`config.mk`:
```
export PLATFORM = sky130hd
export DESIGN_NAME = alu_issue_stage
export DESIGN_NICKNAME = d
export VERILOG_FILES = /design/src/rtl/alu_pkg.sv /design/src/rtl/alu_req_fifo.sv /design/src/rtl/alu_issue_stage.sv
export SDC_FILE = /design/constraint.sdc
export NUM_CORES = 1
export LEC_CHECK = 0
export ABC_CLOCK_PERIOD_IN_PS = 4700
export CELL_PAD_IN_SITES_DETAIL_PLACEMENT = 0
export CELL_PAD_IN_SITES_GLOBAL_PLACEMENT = 1
export CORE_ASPECT_RATIO = 1.5
export CORE_MARGIN = 5
export CORE_UTILIZATION = 50
export DETAILED_ROUTE_END_ITERATION = 7
export GPL_TIMING_DRIVEN = 0
export HOLD_SLACK_MARGIN = 0.15
export PLACE_DENSITY = 0.95
export SLEW_MARGIN = 15
export SYNTH_ARGS = -nofsm -noshare
export SYNTH_HDL_FRONTEND = slang
export SYNTH_HIERARCHICAL = 1
export SYNTH_SLANG_ARGS = --single-unit
```
`constraint.sdc`:
```
create_clock -name clk -period 4.7 [get_ports clk]
set_input_delay 0.94 -clock clk [delete_from_list [all_inputs] [get_ports clk]]
set_output_delay 0.94 -clock clk [all_outputs]
set_load 0.05 [all_outputs]
```
`src/rtl/alu_pkg.sv`:
```
// Shared definitions for the ALU issue stage: opcode encodings, FSM states
// and the unsupported-opcode classifier.
package alu_pkg;

    localparam logic [2:0] OP_AND = 3'b000;
    localparam logic [2:0] OP_OR  = 3'b001;
    localparam logic [2:0] OP_SHL = 3'b010;
    localparam logic [2:0] OP_ADD = 3'b011;
    localparam logic [2:0] OP_SUB = 3'b100;
    localparam logic [2:0] OP_MUL = 3'b101;
    localparam logic [2:0] OP_NOP = 3'b111;  // ALU default select, y = 0

    typedef enum logic [1:0] {
        ST_IDLE,
        ST_EXEC,
        ST_DONE
    } state_t;

    // Anything outside the six implemented encodings (110, 111) is flagged.
    function automatic logic is_unsupported(input logic [2:0] op);
        return !(op inside {OP_AND, OP_OR, OP_SHL, OP_ADD, OP_SUB, OP_MUL});
    endfunction

endpackage

```
`src/rtl/alu_req_fifo.sv`:
```
// Synchronous request FIFO holding packed {op, a, b} entries; pointers wrap
// modulo DEPTH and the occupancy count is registered.
module alu_req_fifo #(
    parameter int WIDTH = 67,
    parameter int DEPTH = 4
) (
    input  logic                         clk,
    input  logic                         rst_n,
    input  logic                         push,
    input  logic [WIDTH-1:0]             wdata,
    input  logic                         pop,
    output logic [WIDTH-1:0]             rdata,
    output logic                         full,
    output logic                         empty,
    output logic [$clog2(DEPTH+1)-1:0]   count
);

    localparam int AW = $clog2(DEPTH);
    localparam int CW = $clog2(DEPTH+1);

    logic [WIDTH-1:0] mem [DEPTH];
    logic [AW-1:0]    wr_ptr;
    logic [AW-1:0]    rd_ptr;
    logic             do_push;
    logic             do_pop;

    assign full    = (count == CW'(DEPTH));
    assign empty   = (count == '0);
    assign do_push = push && !full;
    assign do_pop  = pop && !empty;
    assign rdata   = mem[rd_ptr];

    // NOTE: storage is deliberately not reset; count/pointers alone define
    // which entries are valid, and a reset-free array maps onto plain RAM.
    always_ff @(posedge clk) begin
        if (do_push) begin
            mem[wr_ptr] <= wdata;
        end
    end

    always_ff @(posedge clk or negedge rst_n) begin
        if (!rst_n) begin
            wr_ptr <= '0;
            rd_ptr <= '0;
            count  <= '0;
        end else begin
            if (do_push) wr_ptr <= wr_ptr + AW'(1);
            if (do_pop)  rd_ptr <= rd_ptr + AW'(1);
            case ({do_push, do_pop})
                2'b10:   count <= count + CW'(1);
                2'b01:   count <= count - CW'(1);
                default: count <= count;
            endcase
        end
    end

endmodule

```
`src/rtl/alu_issue_stage.sv`:
```
// Issue stage in front of a combinational ALU: queues requests, drives the
// ALU from registers for one cycle, captures the result and hands it out.
module alu_issue_stage
    import alu_pkg::*;
#(
    parameter int DATA_W = 32,
    parameter int OP_W   = 3,
    parameter int DEPTH  = 4
) (
    input  logic              clk,
    input  logic              rst_n,
    input  logic              in_valid,
    output logic              in_ready,
    input  logic [OP_W-1:0]   in_op,
    input  logic [DATA_W-1:0] in_a,
    input  logic [DATA_W-1:0] in_b,
    output logic [OP_W-1:0]   alu_select,
    output logic [DATA_W-1:0] alu_x1,
    output logic [DATA_W-1:0] alu_x2,
    input  logic [DATA_W-1:0] alu_y,
    output logic              out_valid,
    input  logic              out_ready,
    output logic [DATA_W-1:0] out_result,
    output logic [OP_W-1:0]   out_op,
    output logic              out_err,
    output logic              busy
);

    localparam int CW = $clog2(DEPTH+1);

    typedef struct packed {
        logic [OP_W-1:0]   op;
        logic [DATA_W-1:0] a;
        logic [DATA_W-1:0] b;
    } req_t;

    req_t            req_in;
    req_t            req_head;
    logic            fifo_full;
    logic            fifo_empty;
    logic [CW-1:0]   fifo_count;
    logic            push;
    logic            pop;
    logic            capture;
    logic            release_out;
    logic [OP_W-1:0] op_q;
    state_t          state;
    state_t          state_next;

    assign req_in   = '{op: in_op, a: in_a, b: in_b};
    assign in_ready = !fifo_full;
    assign push     = in_valid && in_ready;
    assign busy     = (state != ST_IDLE) || (fifo_count != '0);

    alu_req_fifo #(
        .WIDTH ($bits(req_t)),
        .DEPTH (DEPTH)
    ) u_fifo (
        .clk   (clk),
        .rst_n (rst_n),
        .push  (push),
        .wdata (req_in),
        .pop   (pop),
        .rdata (req_head),
        .full  (fifo_full),
        .empty (fifo_empty),
        .count (fifo_count)
    );

    // NOTE: every register update uses <= so all flops sample the same
    // pre-edge values regardless of statement order.
    always_ff @(posedge clk or negedge rst_n) begin
        if (!rst_n) state <= ST_IDLE;
        else        state <= state_next;
    end

    // NOTE: each combinational output gets a default before the case so no
    // path leaves it unassigned and infers a latch.
    always_comb begin
        state_next = state;
        case (state)
            ST_IDLE: if (!fifo_empty) state_next = ST_EXEC;
            ST_EXEC: state_next = ST_DONE;
            ST_DONE: if (out_ready) state_next = fifo_empty ? ST_IDLE : ST_EXEC;
            default: state_next = ST_IDLE;
        endcase
    end

    always_comb begin
        pop         = 1'b0;
        capture     = 1'b0;
        release_out = 1'b0;
        case (state)
            ST_IDLE: pop = !fifo_empty;
            ST_EXEC: capture = 1'b1;
            ST_DONE: begin
                release_out = out_ready;
                pop         = out_ready && !fifo_empty;
            end
            default: ;
        endcase
    end

    // Operand registers only change on a pop, so the ALU inputs hold their
    // last values through IDLE and DONE.
    always_ff @(posedge clk or negedge rst_n) begin
        if (!rst_n) begin
            alu_select <= OP_W'(OP_NOP);
            alu_x1     <= '0;
            alu_x2     <= '0;
            op_q       <= '0;
        end else if (pop) begin
            alu_select <= req_head.op;
            alu_x1     <= req_head.a;
            alu_x2     <= req_head.b;
            op_q       <= req_head.op;
        end
    end

    always_ff @(posedge clk or negedge rst_n) begin
        if (!rst_n) begin
            out_valid  <= 1'b0;
            out_result <= '0;
            out_op     <= '0;
            out_err    <= 1'b0;
        end else if (capture) begin
            out_valid  <= 1'b1;
            out_result <= alu_y;
            out_op     <= op_q;
            out_err    <= is_unsupported(op_q);
        end else if (release_out) begin
            out_valid  <= 1'b0;
        end
    end

endmodule

```
# Word level (Yosys, flattened, before mapping)
# Memories as Yosys holds them, arrays and structs flattened.
# Index checks and enable logic that the tools add are counted.
[op_classes] n_eq_ne=12 reduce_logical=17 add_sub_neg=4 n_mux=12
[op_table] operator="3-bit == test (second input constant)" count=3
[op_table] operator="1-bit two-way mux" count=7
[op_table] operator="3-bit by 2-bit == test with 1-bit output (second input constant)" count=2
[op_table] operator="3-bit logical NOT" count=2
[op_table] operator="2-bit one-hot mux with 3 select lines" count=1
[op_table] operator="3-bit one-hot mux with 2 select lines" count=1
[op_table] operator="2-bit nonzero test" count=3
[op_table] operator="6-bit nonzero test" count=1
[op_table] operator="2-bit by 1-bit adder with 2-bit output (second input constant)" count=2
[op_table] operator="2-bit by 1-bit == test with 1-bit output (second input constant)" count=2
[op_table] operator="2-bit == test (second input constant)" count=2
[op_table] operator="1-bit logical AND" count=4
[op_table] operator="2-bit two-way mux" count=2
[op_table] operator="2-bit inequality test (second input constant)" count=2
[op_table] operator="3-bit by 1-bit adder with 3-bit output (second input constant)" count=1
[op_table] operator="3-bit by 1-bit == test with 1-bit output (second input constant)" count=1
[op_table] operator="1-bit logical NOT" count=3
[op_table] operator="3-bit nonzero test" count=1
[op_table] operator="3-bit by 1-bit subtractor with 3-bit output (second input constant)" count=1
[op_table] operator="2-bit logical NOT" count=1
[op_table] operator="1-bit one-hot mux with 2 select lines" count=1
[op_table] operator="2-bit AND reduction" count=1
[op_table] operator="1-bit logical OR" count=1
[totals] ramBits=268 mem_count=1 ff_bits=116 input_bits=103 out_inout_bits=106 word_cells=58
[memory_table] name="u_fifo.mem" depth=4 width=67 read_ports=1 rd_clocked_by_memory_dff=0 wr=1 line_no="alu_req_fifo.sv:21" source="logic [WIDTH-1:0] mem [DEPTH];"

# Longest topological paths before layout
# Gate-level depths: netlist of the first run.
[logic_depth] ltp_word=7 depth_mapped=12 mapped_depth_nobuf=10

# Cells and area by module
# Netlist of the first run, hierarchy kept.
[by_module_without_submodules] module="alu_req_fifo" cells_per_inst=388 n_inst=1 area_each_um2=10093.4 seq_area_each_um2=8222.9
[by_module_without_submodules] module="alu_issue_stage" cells_per_inst=319 n_inst=1 area_each_um2=4160.2 seq_area_each_um2=2731.4

# Worst setup path before layout of the first run
# OpenSTA, ideal clock, no wires.
[synth_timing] path_kind="input to register" from="in in_valid" to="mem u_fifo.mem[0][0] (enable)" path_buffers=0 t_required_ps=4268 arrival_time_ps=2990 setup_ps=432 setup_slack_ps=1278 stages=3 path_cell_list="nor2b_1 > nor2b_1 > and2_1"
[synth_between] elab_chain_cells=4
[synth_lines] element="start: declaration" line_no="alu_issue_stage.sv:12" source="input logic in_valid,"
[synth_lines] element="1-bit logical AND" line_no="alu_issue_stage.sv:52" source="assign push = in_valid && in_ready;"
[synth_lines] element="1-bit logical AND" line_no="alu_req_fifo.sv:29" source="assign do_push = push && !full;"
[synth_lines] element="1-bit two-way mux" line_no="alu_req_fifo.sv:36" source="if (do_push) begin"
[synth_lines] element="1-bit two-way mux (implied by the code)" line_no="alu_req_fifo.sv:37" source="mem[wr_ptr] <= wdata;"
[synth_lines] element="end: declaration" line_no="alu_req_fifo.sv:21"
# Every way passes these cells.

# Worst setup path in the final report of the first run
[layout_timing] from="in out_ready" to="reg u_fifo.count[2]"
[layout_between] elab_chain_cells=5 word_cells_on_any_way=7 classes_between="eq/ne (2); mux (2); reduce/logical (3)"
[layout_lines] element="start: declaration" line_no="alu_issue_stage.sv:22" source="input logic out_ready,"
[layout_lines] element="1-bit logical AND (*)" line_no="alu_issue_stage.sv:98" source="pop = out_ready && !fifo_empty;"
[layout_lines] element="1-bit one-hot mux with 2 select lines (*)" line_no="alu_issue_stage.sv:93" source="case (state)"
[layout_lines] element="named net pop" line_no="alu_issue_stage.sv:43" source="logic pop;"
[layout_lines] element="1-bit logical AND (*)" line_no="alu_req_fifo.sv:30" source="assign do_pop = pop && !empty;"
[layout_lines] element="named net u_fifo.do_pop" line_no="alu_req_fifo.sv:25" source="logic do_pop;"
[layout_lines] element="2-bit by 1-bit == test with 1-bit output or 2-bit == test (tied branches)" line_no="alu_req_fifo.sv:49" source="case ({do_push, do_pop})"
[layout_lines] element="3-bit one-hot mux with 2 select lines or 2-bit nonzero test (tied branches)"
[layout_lines] element="end signal: assignment" line_no="alu_req_fifo.sv:50" source="2'b10: count <= count + CW'(1);"
[layout_lines] element="end signal: assignment" line_no="alu_req_fifo.sv:51" source="2'b01: count <= count - CW'(1);"
[layout_lines] element="end signal: assignment" line_no="alu_req_fifo.sv:52" source="default: count <= count;"
[layout_lines] element="end: declaration" line_no="alu_req_fifo.sv:15" source="output logic [$clog2(DEPTH+1)-1:0] count"
# The timed path passes the listed nets; every way through them passes the cells marked *.
# A chain may end at the register's enable or synchronous reset.

==> qor.yml, run 1 <==
outcome:
  status: "complete, no violations"
finish:
  final_nets: 1067
  fillCellCount: 1922
  drive_gt1_share_pct: 23.3
  syn_to_final_growth_pct: 26.9
clocking:
  clk_path_buf_depth: 3
  clockRootBuffer: "clkbuf_16"
  clkTransAtPathRegs_ps: 60
  cts.sinks: 384
  cts_setup_buffers: 0
  insertion_delay_ps: 510
  htreeDepth: 2
  cts_resized: 0
  cts_tree: "yes"
  numCtsBuffers: 36
  cts_hold_buf: 0
logic_synthesis:
  ys_seq_area_share_pct: 76.9
  yosys_register_bits: 384
  avgSynthCellArea_um2: 20.2
  synth_warnings: 6
  synth_area_um2: 14300
  syn-num-nets: 816
  synthDistinctLibCells: 32
  syn_inst: 707
setup_path:
  critPathBufInv: 5
  crit_required_ps: 5130
  path_cells: "clkdlybuf4s50_1 > nor2b_1 > or3_4 > inv_4 > buf_12 > buf_12 > o31a_1 > ha_1 > inv_1 > fa_1 > xor2_1 > nor2_1 > xor2_1"
  critPathMaxStageDelay_ps: 510
  critPathCaptureType: "register"
  r2r_cells: 12
  cpMaxStageDelayCell: "clkdlybuf4s50_1"
  critical_path.max_fanout: 10
  worstReg2RegStart: "state[1]"
  crit_arrival_ps: 3630
  critical_path_class: "input port to register"
  cp-startpoint: "out_ready"
  start_kind: "input port"
  path_delay_family: "buffers and inverters"
  crit_cells: 13
timing:
  setup_slack_ps: 1500
  slew-limit-headroom_pct: 49.1
  skew_ps: 12.7
  finalMaxSlewViolations: 0
  fin_tns_setup_ps: 0
  worst_slew_pin_slew_ps: 763
  hold_viol: 0
  max_freq_mhz: 312
  finalCritPeriodShare_pct: 68.1
  rsz0062_at_grt: "no"
  setup_viol: 0
  fin_crit_ps: 3200
pwr:
  total_power_mw: 13.8
  power-per-cell-area_nw_per_um2: 763
  ir_drop_mv: 0.397
  p_leak_nw: 6.61
route:
  routed_wl_mm: 28.4
  drt_iter0_drc: 288
  drcViolationCount: 0
  first_pass_iters: 4
  viasPerCell: 5.33
  vias: 7098
  wl_per_cell_um: 21.3
  ant_nets: 0
floorplanning:
  die_area_um2: 32100
  start_util_pct: 50.8
  core_um2: 28100
  die_height_um: 217
  boundaryPins: 209
  std_cell_rows: 75
  die_w_um: 148
global_routing:
  grt_max_degree: 80
  grt_pass1_vias: 7783
  antenna_found_initial: 0
  grtUsageTotal_pct: 17.9
  grt_pass1_wl_mm: 43.9
  grt_overflow_total: 0
place:
  port_buffers: 208
  gp_congestion: 0.706
  pre_cts_slack_ps: 975
  dp_hpwl_mm: 18.6
hold_path:
  hold_path.class: "input port to async pin"
flow_run:
  timing.max_cap.violations: 0
[Yosys cell counts, drive strengths merged]
master,n,area [um2]
a21oi,2,10.0
and2,4,25.0
buf,21,193
clkbuf,10,37.5
dfrtp,113,2830
dfstp,3,78.8
edfxtp,268,8050
fa,1,20.0
ha,5,62.6
inv,10,40.0
mux2,71,833
mux2i,1,10.0
mux4,67,1510
nand2,110,413
nand2b,1,6.26
nand3,1,5.00
nor2,2,7.51
nor2b,4,25.0
nor3,2,10.0
nor3b,1,7.51
o21ai,1,5.00
o31a,1,8.76
or2b,1,7.51
or3,1,11.3
xnor2,3,26.3
xor2,3,26.3
[final timing paths]
| path | end | slack, ps |
|---|---|---|
| worst max-delay path | u_fifo/count[2] | 1500 |
| worst min-delay path | alu_x1[14] | 350 |
| worst max register to register | u_fifo/count[2] | 1930 |
| worst min register to register | out_op[0] | 470 |
| max in group asynchronous | alu_select[0] | 3570 |
| min in group clk | out_op[0] | 470 |
[cells by family (layout without fill, tap and decap cells)]
family | Yosys count | count (layout) | share of synthesized area [%]
flip-flops | 384 | 384 | 76.9
multiplexers | 139 | 139 | 16.5
AND/OR/NAND/NOR | 127 | 127 | 3.63
buffers and inverters | 41 | 318 | 1.90
adder cells (fa/ha/maj) | 6 | 6 | 0.579
XOR/XNOR | 6 | 6 | 0.369
AO/OA/AOI/OAI | 4 | 4 | 0.167
other | 0 | 1 | 0
[worst register-to-register path, stage by stage (launching register included)]
cell and delay, ps:
dfrtp_1 430, nor2b_1 160, or3_4 380, inv_4 120, buf_12 150, buf_12 160, o31a_1 250, ha_1 210
inv_1 60, fa_1 370, xor2_1 150, nor2_1 120, xor2_1 150
[routing by layer]
metal | GRT usage, % | wire length (um)
met1 | 20.5 | 10600
met2 | 33.9 | 15700
met3 | 3.87 | 1570
met4 | 4.75 | 568
met5 | 0 | 0
[report_power, final]
group          switching, mW  leakage [nW]  internal, mW
Combinational           3.39          2.21          2.40
Clock                   1.19         0.578          1.71
Sequential             0.398          3.82          4.71
[cell usage in the layout (no fill, tap or decap), types with 4 or more instances in the layout]
cell type / instances
edfxtp_1: 268
clkinv_2: 7
clkinvlp_4: 4
buf_2: 6
mux4_2: 67
clkinv_1: 4
mux2_4: 9
buf_4: 9
inv_1: 9
bufinv_16: 4
buf_12: 7
clkbuf_1: 14
ha_1: 5
clkbuf_16: 37
nor2b_1: 4
and2_4: 4
clkdlybuf4s50_1: 207
dfrtp_1: 113
nand2_1: 110
mux2_2: 62
[final cells by class]
type | instances | area, um2 | area share, %
inverters | 10 | 40.0 | 0.221
well taps | 346 | 433 | 2.39
plain buffers | 31 | 230 | 1.27
multi-input cells | 282 | 3040 | 16.8
clock inverters | 20 | 209 | 1.16
flip-flops and latches | 384 | 11000 | 60.6
repair buffers | 213 | 2200 | 12.2
diodes | 1 | 2.50 | 0.0138
clock buffers | 44 | 982 | 5.43
[per-stage QoR]
| step | utilization, % | hold slack [ps] | area, um2 | instances |
|---|---|---|---|---|
| after floorplan | - | 435 | 14300 | 707 |
| after global placement | 59.8 | 448 | 16800 | 1261 |
| after detailed placement | 60.2 | 461 | 16900 | 1266 |
| after CTS | 64.5 | 346 | 18100 | 1330 |
| after global routing | 64.5 | 364 | 18100 | 1330 |
| final | 64.5 | 353 | 18100 | 1331 |
[flip-flops by register name, indices dropped and copies added, names as in the netlist]
register	flops
u_fifo/mem	268
alu_x1	32
alu_x2	32
out_result	32
alu_select	3
op_q	3
out_op	3
u_fifo/count	3
state	2
u_fifo/rd_ptr	2
u_fifo/wr_ptr	2
out_err	1
out_valid	1
(Power assumes the default switching activity.)
==> run 2: changes to the inputs <==
--- a/config.mk
+++ b/config.mk
@@ -5,16 +5,16 @@
 export SDC_FILE = /design/constraint.sdc
 export NUM_CORES = 1
 export LEC_CHECK = 0
-export ABC_CLOCK_PERIOD_IN_PS = 4700
+export ABC_CLOCK_PERIOD_IN_PS = 2600
 export CELL_PAD_IN_SITES_DETAIL_PLACEMENT = 0
 export CELL_PAD_IN_SITES_GLOBAL_PLACEMENT = 1
 export CORE_ASPECT_RATIO = 1.5
 export CORE_MARGIN = 5
-export CORE_UTILIZATION = 50
+export CORE_UTILIZATION = 42
 export DETAILED_ROUTE_END_ITERATION = 7
 export GPL_TIMING_DRIVEN = 0
 export HOLD_SLACK_MARGIN = 0.15
-export PLACE_DENSITY = 0.95
+export PLACE_DENSITY = 0.88
 export SLEW_MARGIN = 15
 export SYNTH_ARGS = -nofsm -noshare
 export SYNTH_HDL_FRONTEND = slang
==> constraint.sdc (replaced) <==
create_clock -name clk -period 2.6 [get_ports clk]
set_input_delay 0.52 -clock clk [delete_from_list [all_inputs] [get_ports clk]]
set_output_delay 0.52 -clock clk [all_outputs]
set_load 0.05 [all_outputs]
==> run 2 against run 1 <==
Net effect: wire length rose by 3.3%; first-iteration DRC count rose by 26%; clock-buffer cell count rose by 9; die area rose by 18%; register-to-register slack got worse by 1800 ps; largest cell class unchanged.
==> qor.yml, run 2 (synthesis gave the netlist of run 1 again) <==
finish:
  final_nets: 1072  # +0.47%
  largest_register_ffs: 268  # unchanged
  regMostFlops: "u_fifo/mem"
  drive_gt1_share_pct: 23.1  # -0.19 points
  fillCellCount: 2611  # +36%
  mostFrequentLayoutCell: "edfxtp_1"
  layout_common_cells: "268 x edfxtp_1, 206 x clkdlybuf4s50_1, 111 x dfrtp_1, 110 x nand2_1, 67 x mux4_2"
  syn_to_final_growth_pct: 28.0
clocking:
  clk_path_buf_depth: 3  # unchanged
  numCtsBuffers: 37  # +2.8%
  htreeDepth: 2  # unchanged
  clockRootBuffer: "clkbuf_16"
  cts.sinks: 384  # unchanged
  cts_tree: "yes"
  clkTransAtPathRegs_ps: 60  # about the same
  insertion_delay_ps: 520  # about the same
setup_path:
  start_kind: "register"
  critPathCaptureType: "output port"
  crit_arrival_ps: 1950  # -1680 ps
  crit_required_ps: 2080  # -3050 ps
  critical_path_class: "register to output port"
  critical_path.max_fanout: 6  # -4
pwr:
  power-per-cell-area_nw_per_um2: 1370  # +80%
  seq_power_share_pct: 36.8  # -0.2 points
  swShare_pct: 36.2  # +0.13 points
  netSwitchingPower_mw: 9.07  # +82%
  p_leak_nw: 6.63  # +0.38%
  p_clk_share_pct: 20.9  # about the same
  internal_power_mw: 16.0  # +81%
  ir_drop_mv: 0.764  # +92%
  power_frac_comb_pct: 42.2  # +0.2 points
  total_power_mw: 25.1  # +82%
floorplanning:
  start_util_pct: 42.6  # -8.2 points
  core_um2: 33400  # +19%
  die_w_um: 160  # +8.5%
  std_cell_rows: 82  # +9.3%
  die_height_um: 236  # +8.7%
  boundaryPins: 209  # unchanged
  die_area_um2: 37800  # +18%
timing:
  worst_slew_pin_slew_ps: 844  # +80.4 ps
  setup_slack_ps: 134  # -1370 ps
  hold_viol: 0  # unchanged
  whs_ps: 470  # +117 ps
  rsz0062_at_grt: "yes"
  slew-limit-headroom_pct: 43.8  # -5.4 points
  fin_crit_ps: 2470
  skew_ps: 12.5  # -0.141 ps
  max_freq_mhz: 406
  finalMaxSlewViolations: 0  # unchanged
  finalCritPeriodShare_pct: 94.8
  setup_viol: 0  # unchanged
  fin_tns_setup_ps: 0  # unchanged
route:
  ant_nets: 0  # unchanged
  first_pass_iters: 4  # unchanged
  drcViolationCount: 0  # unchanged
  wl_per_cell_um: 20.8  # -2.7%
  routed_wl_mm: 29.3  # +3.3%
  viasPerCell: 5.04  # -5.5%
  vias: 7124  # +0.37%
  drt_iter0_drc: 363  # +26%
global_routing:
  grt_pass1_vias: 7781  # -0.026%
  grtUsageTotal_pct: 15.5  # -2.4 points
  grt_pass1_wl_mm: 45.5  # +3.5%
  grt_overflow_total: 0  # unchanged
  grt_max_degree: 75  # -6.3%
  antenna_found_initial: 2  # +2
place:
  port_buffers: 208  # unchanged
  gp_congestion: 0.706  # unchanged
  pre_cts_slack_ps: -738  # -1710 ps
  dp_hpwl_mm: 19.1  # +2.7%
outcome:
  status: "complete, no violations"
hold_path:
  hold_path.class: "register to register"
flow_run:
  timing.max_cap.violations: 0  # unchanged
-- run 2: what timing repair did --
action | CTS | global route
hold buffers | 1 | 0
pin swaps | 0 | 1
setup buffers | 1 | 2
endpoints found under the hold margin | 42 | 0
resized for setup | 4 | 3
cloned | 0 | 1
endpoints found under the setup margin | 3 | 106
-- run 2: final timing paths --
path | from | end | slack [ps] | cells after the start
max | u_fifo/count[0] | in_ready | 130 | 3
min | out_err | out_err | 470 | 2
max reg2reg | state[1] | u_fifo/count[2] | 160 | 11
min reg2reg | out_err | out_err | 470 | 2
max in group asynchronous | rst_n | alu_select[0] | 1290 | 3
min in group asynchronous | rst_n | alu_x1[10] | 510 | 2
-- run 2: critical path, stage by stage (launching register included) --
cell	delay, ps
dfrtp_2	440
nor3b_1	490
inv_1	70
dlygate4sd2_1	440
-- run 2: layer usage --
metal  track usage (%)  part of all wire (%)  vias up
met2              27.7                    54      196
met5                 0                 0.044        -
met3              3.24                   5.0       34
met4              4.15                   1.7        2
li1                  -                     -     3216
met1              19.2                    40     3676
-- run 2: metrics by stage --
step	util, %	instance area [um2]	std cells
after floorplan	-	14300	707
after global placement	50.4	16900	1335
after detailed placement	50.8	17000	1340
after CTS	54.4	18200	1409
after global routing	54.5	18200	1413
final	54.5	18200	1414
-- run 2: final cells by class --
| type | count | area (um2) | share of cell area [%] |
|---|---|---|---|
| Buffer | 30 | 218 | 1.19 |
| Multi-Input combinational cell | 283 | 3050 | 16.7 |
| Timing Repair Buffer | 217 | 2240 | 12.3 |
| Tap cell | 420 | 526 | 2.88 |
| Sequential cell | 384 | 11000 | 60.1 |
| Antenna cell | 2 | 5.00 | 0.0274 |
| Clock inverter | 15 | 153 | 0.837 |
| Inverter | 10 | 42.5 | 0.233 |
| Clock buffer | 53 | 1050 | 5.75 |
-- run 2: power by group through the flow --
stage,Combinational (mW),Sequential (mW),Clock (mW)
2_1_floorplan,4.44,12.1,0
3_3_place_gp,10.4,9.33,0
3_5_place_dp,10.7,9.36,0
4_1_cts,10.7,9.26,5.41
5_1_grt,11.2,9.41,5.66
6_report,10.6,9.24,5.25
